===== src/rtl/ifu_pkg.sv =====
// Shared definitions for the instruction-fetch front end: width defaults,
// the buffered {pc, inst} entry type and counter-width helper.
package ifu_pkg;

  localparam int unsigned IFU_XLEN    = 32;
  localparam int unsigned IFU_PC_STEP = 4;
  localparam logic [IFU_XLEN-1:0] IFU_RESET_PC = '0;

  typedef struct packed {
    logic [IFU_XLEN-1:0] pc;
    logic [IFU_XLEN-1:0] inst;
  } ifu_entry_t;

  // Width of a counter that must hold 0..depth inclusive.
  function automatic int unsigned cnt_width(input int unsigned depth);
    return $clog2(depth + 1);
  endfunction

endpackage


===== src/rtl/ifu_fifo.sv =====
// Synchronous first-word-fall-through queue. The head is held in its own register so an
// empty queue keeps presenting the last head value.
module ifu_fifo
  import ifu_pkg::*;
#(
  parameter int unsigned DEPTH = 4,
  parameter int unsigned WIDTH = 64,
  localparam int unsigned LW = cnt_width(DEPTH)
) (
  input  logic             clk,
  input  logic             rst,
  input  logic             push_i,
  input  logic             pop_i,
  input  logic             flush_i,
  input  logic [WIDTH-1:0] wdata_i,
  output logic [WIDTH-1:0] rdata_o,
  output logic             valid_o,
  output logic [LW-1:0]    level_o
);

  localparam int unsigned PW = $clog2(DEPTH);

  logic [WIDTH-1:0] mem_q [DEPTH];
  logic [PW-1:0]    wptr_q, wptr_d;
  logic [PW-1:0]    rptr_q, rptr_d;
  logic [PW-1:0]    rptr_inc;
  logic [LW-1:0]    count_q, count_d;
  logic [WIDTH-1:0] head_q, head_d;
  logic             do_push, do_pop;

  assign rptr_inc = rptr_q + PW'(1);
  assign do_push  = push_i && !flush_i && (count_q != LW'(DEPTH));
  assign do_pop   = pop_i && !flush_i && (count_q != '0);

  always_comb begin
    wptr_d  = wptr_q;
    rptr_d  = rptr_q;
    count_d = count_q;
    head_d  = head_q;
    if (flush_i) begin
      wptr_d  = '0;
      rptr_d  = '0;
      count_d = '0;
    end else begin
      if (do_push) wptr_d = wptr_q + PW'(1);
      if (do_pop)  rptr_d = rptr_inc;
      count_d = count_q + LW'(do_push) - LW'(do_pop);
      // Next head: the incoming word when it lands at the front, else the slot behind the head.
      if ((count_q == '0) || (do_pop && (count_q == LW'(1)))) begin
        if (do_push) head_d = wdata_i;
      end else if (do_pop) begin
        head_d = mem_q[rptr_inc];
      end
    end
  end

  always_ff @(posedge clk) begin
    if (rst) begin
      wptr_q  <= '0;
      rptr_q  <= '0;
      count_q <= '0;
      head_q  <= '0;
    end else begin
      wptr_q  <= wptr_d;
      rptr_q  <= rptr_d;
      count_q <= count_d;
      head_q  <= head_d;
    end
  end

  always_ff @(posedge clk) begin
    if (do_push) mem_q[wptr_q] <= wdata_i;
  end

  assign rdata_o = head_q;
  assign valid_o = (count_q != '0);
  assign level_o = count_q;

endmodule


===== src/rtl/ifu_prefetch.sv =====
// Instruction-fetch front end: issues credit-limited requests on the external instruction port,
// buffers in-order responses with their PCs and redirects on a branch.
module ifu_prefetch
  import ifu_pkg::*;
#(
  parameter int unsigned      XLEN     = IFU_XLEN,
  parameter int unsigned      DEPTH    = 4,
  parameter logic [XLEN-1:0]  RESET_PC = XLEN'(IFU_RESET_PC),
  parameter int unsigned      PC_STEP  = IFU_PC_STEP,
  localparam int unsigned     LW       = cnt_width(DEPTH)
) (
  input  logic            clk,
  input  logic            rst,
  input  logic            stall,
  input  logic            br_en,
  input  logic [XLEN-1:0] br_addr,
  output logic            exIns_ren,
  output logic [XLEN-1:0] exIns_addr,
  input  logic            exIns_valid,
  input  logic [XLEN-1:0] exIns_in,
  output logic            ins_valid,
  output logic [XLEN-1:0] ins_out,
  output logic [XLEN-1:0] pc,
  output logic [LW-1:0]   level
);

  localparam logic [XLEN-1:0] PcInc  = XLEN'(PC_STEP);
  localparam logic [LW:0]     DepthW = (LW + 1)'(DEPTH);

  logic [XLEN-1:0] fetch_pc_q, fetch_pc_d;
  logic [XLEN-1:0] resp_pc_q, resp_pc_d;
  logic [LW-1:0]   outst_q, outst_d;
  logic [LW-1:0]   drop_q, drop_d;

  logic            issue, resp, push, pop;
  logic [LW:0]     credit_used;
  logic [XLEN-1:0] target;

  // Queued words plus requests in flight never exceed DEPTH, so a response always has a slot.
  assign credit_used = {1'b0, level} + {1'b0, outst_q};
  assign issue       = !rst && !br_en && (credit_used < DepthW);
  assign resp        = exIns_valid && (outst_q != '0);
  assign push        = resp && (drop_q == '0) && !br_en;
  assign pop         = ins_valid && !stall;
  assign target      = {br_addr[XLEN-1:2], 2'b00};

  assign exIns_ren  = issue;
  assign exIns_addr = fetch_pc_q;

  always_comb begin
    fetch_pc_d = fetch_pc_q;
    resp_pc_d  = resp_pc_q;
    outst_d    = outst_q;
    drop_d     = drop_q;
    if (br_en) begin
      // Everything still in flight (minus this cycle's response) belongs to the old stream.
      fetch_pc_d = target;
      resp_pc_d  = target;
      drop_d     = outst_q - LW'(resp);
      outst_d    = outst_q - LW'(resp);
    end else begin
      if (issue) fetch_pc_d = fetch_pc_q + PcInc;
      if (push)  resp_pc_d  = resp_pc_q + PcInc;
      outst_d = outst_q + LW'(issue) - LW'(resp);
      if (resp && (drop_q != '0)) drop_d = drop_q - LW'(1);
    end
  end

  always_ff @(posedge clk) begin
    if (rst) begin
      fetch_pc_q <= RESET_PC;
      resp_pc_q  <= RESET_PC;
      outst_q    <= '0;
      drop_q     <= '0;
    end else begin
      fetch_pc_q <= fetch_pc_d;
      resp_pc_q  <= resp_pc_d;
      outst_q    <= outst_d;
      drop_q     <= drop_d;
    end
  end

  ifu_fifo #(
    .DEPTH (DEPTH),
    .WIDTH (2 * XLEN)
  ) u_fifo (
    .clk     (clk),
    .rst     (rst),
    .push_i  (push),
    .pop_i   (pop),
    .flush_i (br_en),
    .wdata_i ({resp_pc_q, exIns_in}),
    .rdata_o ({pc, ins_out}),
    .valid_o (ins_valid),
    .level_o (level)
  );

  // A response with nothing in flight is a memory-side protocol violation.
  assert property (@(posedge clk) disable iff (rst) exIns_valid |-> (outst_q != '0));

endmodule


===== config.mk =====
export PLATFORM = sky130hd
export DESIGN_NAME = ifu_prefetch
export DESIGN_NICKNAME = d
export VERILOG_FILES = /design/src/rtl/ifu_pkg.sv /design/src/rtl/ifu_fifo.sv /design/src/rtl/ifu_prefetch.sv
export SDC_FILE = /design/constraint.sdc
export NUM_CORES = 1
export LEC_CHECK = 0
export ABC_AREA = 1
export CORE_ASPECT_RATIO = 1.5
export CORE_UTILIZATION = 52
export DETAILED_ROUTE_END_ITERATION = 10
export GPL_ROUTABILITY_DRIVEN = 0
export HOLD_SLACK_MARGIN = 0.08
export PLACE_DENSITY = 0.82
export SLEW_MARGIN = 20
export SYNTH_ARGS = -nofsm -noshare
export SYNTH_HDL_FRONTEND = slang
export SYNTH_HIERARCHICAL = 1
export SYNTH_SLANG_ARGS = --single-unit

===== constraint.sdc =====
create_clock -name clk -period 5.05 [get_ports clk]
set_clock_uncertainty 0.1 [all_clocks]
set_input_delay 1.01 -clock clk [delete_from_list [all_inputs] [get_ports clk]]
set_output_delay 1.01 -clock clk [all_outputs]
set_load 0.01 [all_outputs]

==> impl_results.md <==
- Status: finished clean
- Ys Warns: 6
- Max-capacitance violation count: 0
- RSZ-0062 raised after global routing: no
- Crit-path max FO: 15
- Hpwl dp: 27.1 mm
- # hold bufs at CTS: 0
- Largest net degree at the start of global routing: 74
- DR iter-0 viols: 981
- Synthesized area: 0.0185 mm^2
- Top cell type's share of synthesized area: 0.416
- CTS Sinks: 393
- Final Cycle Share: 0.705
- Post-synthesis sequential area ratio: 0.565
- Number of global-route vias before repair: 14.6k
- Initial antenna violation count: 1
- Post-synthesis average cell area: 8.46 um^2
- Tmin final: 3.56 ns
- Power density cells: 333 mW/mm^2
- CTS H-tree lvls: 2
- Row count: 84
- DR pass1 iterations: 9
- I/O pin cnt: 170
- WS Path Type: primary input to flop
- Share of layout cells above drive strength 1: 0.0810
- TritonCTS clock tree: built
- Die H: 233 um
- Clock slew at reported path FFs: 0.06 ns
- Hold Crit Class: flop to flop
- Post-synth ARST share: 0
- Leading area contributor after synthesis: edfxtp_1
- Wire per inst: 16.0 um
- Routed vias: 14.8k
- Endpoints failing hold: 0
- Distinct cells, synth: 41
- Total CTS buffers: 37
- DRC viols: 0
- Die area: 0.0363 mm^2
- Port bufs: 165
- Via/cell ratio: 5.26
- Yosys reg bits: 393
- Placed Area: 0.0204 mm^2
- Worst skew pair latency: 0.52 ns
- WHS Path Cells: 2
- First-pass GRT wire length: 71.6 mm
- CORE AREA: 0.0350 mm^2
- Setup violators final: 0
- Routed Antenna Nets: 0
- Cell count after synthesis: 2,183
- Post-Route WL: 45.1 mm
- Initial core utilization: 0.528
- Fmax: 281 MHz
- Startpoint Class: primary input
- Total grt overflow: 0
- Slew of the pin with the lowest slew margin: 0.999 ns
- Top post-synthesis cells by area: edfxtp_1, nand2_1, dfxtp_1, a21oi_2, inv_1
- Worst endpoint required time: 5.40 ns
- R2R depth: 16
- GRT Overall Usage: 0.251
- Root buf cell: clkbuf_16
- P&R area growth vs syn: 16.7%
- Post-route cell area: 0.0216 mm^2
- Slew Viols, Final: 0
- Commonest register cell after synthesis: edfxtp_1
- Bufs on Longest Clock Path: 3
- Peak VDD IR: 0.209 mV
- Setup Fix Bufs, Post-CTS: 0
- Setup TNS: 0 ns
- CP arrival: 3.91 ns
- Endpoint type of the worst setup path: flop
- P_leak: 8.60 nW
- Max-slew headroom: 0.334
- Die X-Extent: 156 um
- Post-cts sizing count: 0
- Final Net Count: 2,406
- Number of flops mapped to enable cells by yosys: 256
cells by family (layout without fill, tap and decap cells):
kind of cell,Yosys count,in the layout,synth area share
compound gates,184,184,0.0644
xor+xnor,17,17,0.00806
fa+ha+maj,18,18,0.0130
buf+inv,210,361,0.0564
flops,393,393,0.565
other cells,1,13,0.000203
simple gates,1360,1360,0.293
worst paths after layout:
| check | from | endpoint | slack, ns |
|---|---|---|---|
| worst max-delay path | exIns_valid | u_fifo/level_o[2]$_SDFF_PP0_ | 1.49 |
| worst min-delay path | u_fifo/rdata_o[19]$_SDFFE_PP0P_ | u_fifo/rdata_o[19]$_SDFFE_PP0P_ | 0.37 |
| worst max register to register | outst_q[1]$_SDFF_PP0_ | u_fifo/level_o[2]$_SDFF_PP0_ | 1.91 |
| worst min register to register | u_fifo/rdata_o[19]$_SDFFE_PP0P_ | u_fifo/rdata_o[19]$_SDFFE_PP0P_ | 0.37 |
registers in the layout, indices dropped and copies added, names as in the netlist:
name	count
exIns_addr	30
outst_q	3
drop_q	3
u_fifo/wptr_q	2
u_fifo/level_o	3
u_fifo/mem_q	256
resp_pc_q	30
u_fifo/rptr_q	2
u_fifo/rdata_o	64
worst max-delay path, stage by stage:
cell and delay (ns):
clkdlybuf4s50_1 0.50, nand2_2 0.09, nor2_4 0.19, nand2_1 0.12, inv_2 0.27, inv_1 0.07, nor2_1 0.18, nand2_4 0.16
ha_1 0.31, inv_1 0.06, ha_1 0.13, inv_1 0.04, fa_1 0.36, or2_2 0.30, a21oi_1 0.12
layout by cell type (no fill, tap or decap), types with 3 or more instances in the layout:
cell type	Yosys	routed
clkbuf_1	19	9
or2_2	7	7
clkbuf_16	0	38
nand2_1	1140	1138
ha_1	16	16
nor2_2	7	7
o211ai_1	5	5
edfxtp_1	256	256
clkinv_2	1	4
buf_4	17	18
nor2_4	10	14
nand3_2	3	3
clkbuf_8	0	3
xor2_1	13	13
a31oi_1	14	14
dfxtp_1	137	136
xnor2_1	4	4
a21oi_2	60	60
o21ai_0	37	37
nor2_1	98	94
nand3b_1	3	3
a21oi_1	62	62
buf_12	0	4
clkdlybuf4s50_1	0	163
nand3_1	68	68
clkinv_1	0	3
nand2_2	10	12
conb_1	1	12
inv_2	4	4
bufinv_16	0	3
inv_1	104	103
nand4_1	5	5
cell usage after synthesis, types with 17 or more instances:
master	count
a21oi_1	62
a21oi_2	60
buf_2	47
buf_4	17
buf_6	17
clkbuf_1	19
dfxtp_1	137
edfxtp_1	256
inv_1	104
nand2_1	1140
nand3_1	68
nor2_1	98
o21ai_0	37
cell type report:
type                       count  area, um^2
antenna                        1        2.50
clock buffer                  50        1030
clock inverter                15         163
fill                        2862       13400
inverter                     110         419
multi-input combinational   1591        7070
sequential                   393       10400
tap                          473         592
timing repair buffer         186        1850
stage by stage:
step | setup WS (ns) | utilization | hold WS (ns) | std cells | power [mW]
floorplan | -0.172 | - | 0.339 | 2194 | 4.21
global placement | 0.982 | 0.582 | 0.350 | 2753 | 4.45
detailed placement | 0.984 | 0.582 | 0.357 | 2753 | 4.49
CTS | 1.54 | 0.616 | 0.366 | 2818 | 7.21
global route | 1.35 | 0.616 | 0.388 | 2819 | 7.43
finish | 1.49 | 0.616 | 0.367 | 2819 | 7.17
routing by layer:
layer,GRT usage,part of all wire,vias to the layer above
met1,0.282,0.38,6911
met4,0.122,0.039,0
met2,0.465,0.52,543
met3,0.0305,0.062,120
li1,-,-,7241
met5,0,0,-
power by group:
| group | switching (mW) | internal [mW] |
|---|---|---|
| Clock | 1.16 | 1.59 |
| Sequential | 0.119 | 3.55 |
| Combinational | 0.469 | 0.288 |
| Total | 1.75 | 5.42 |
(Power assumes the default switching activity.)
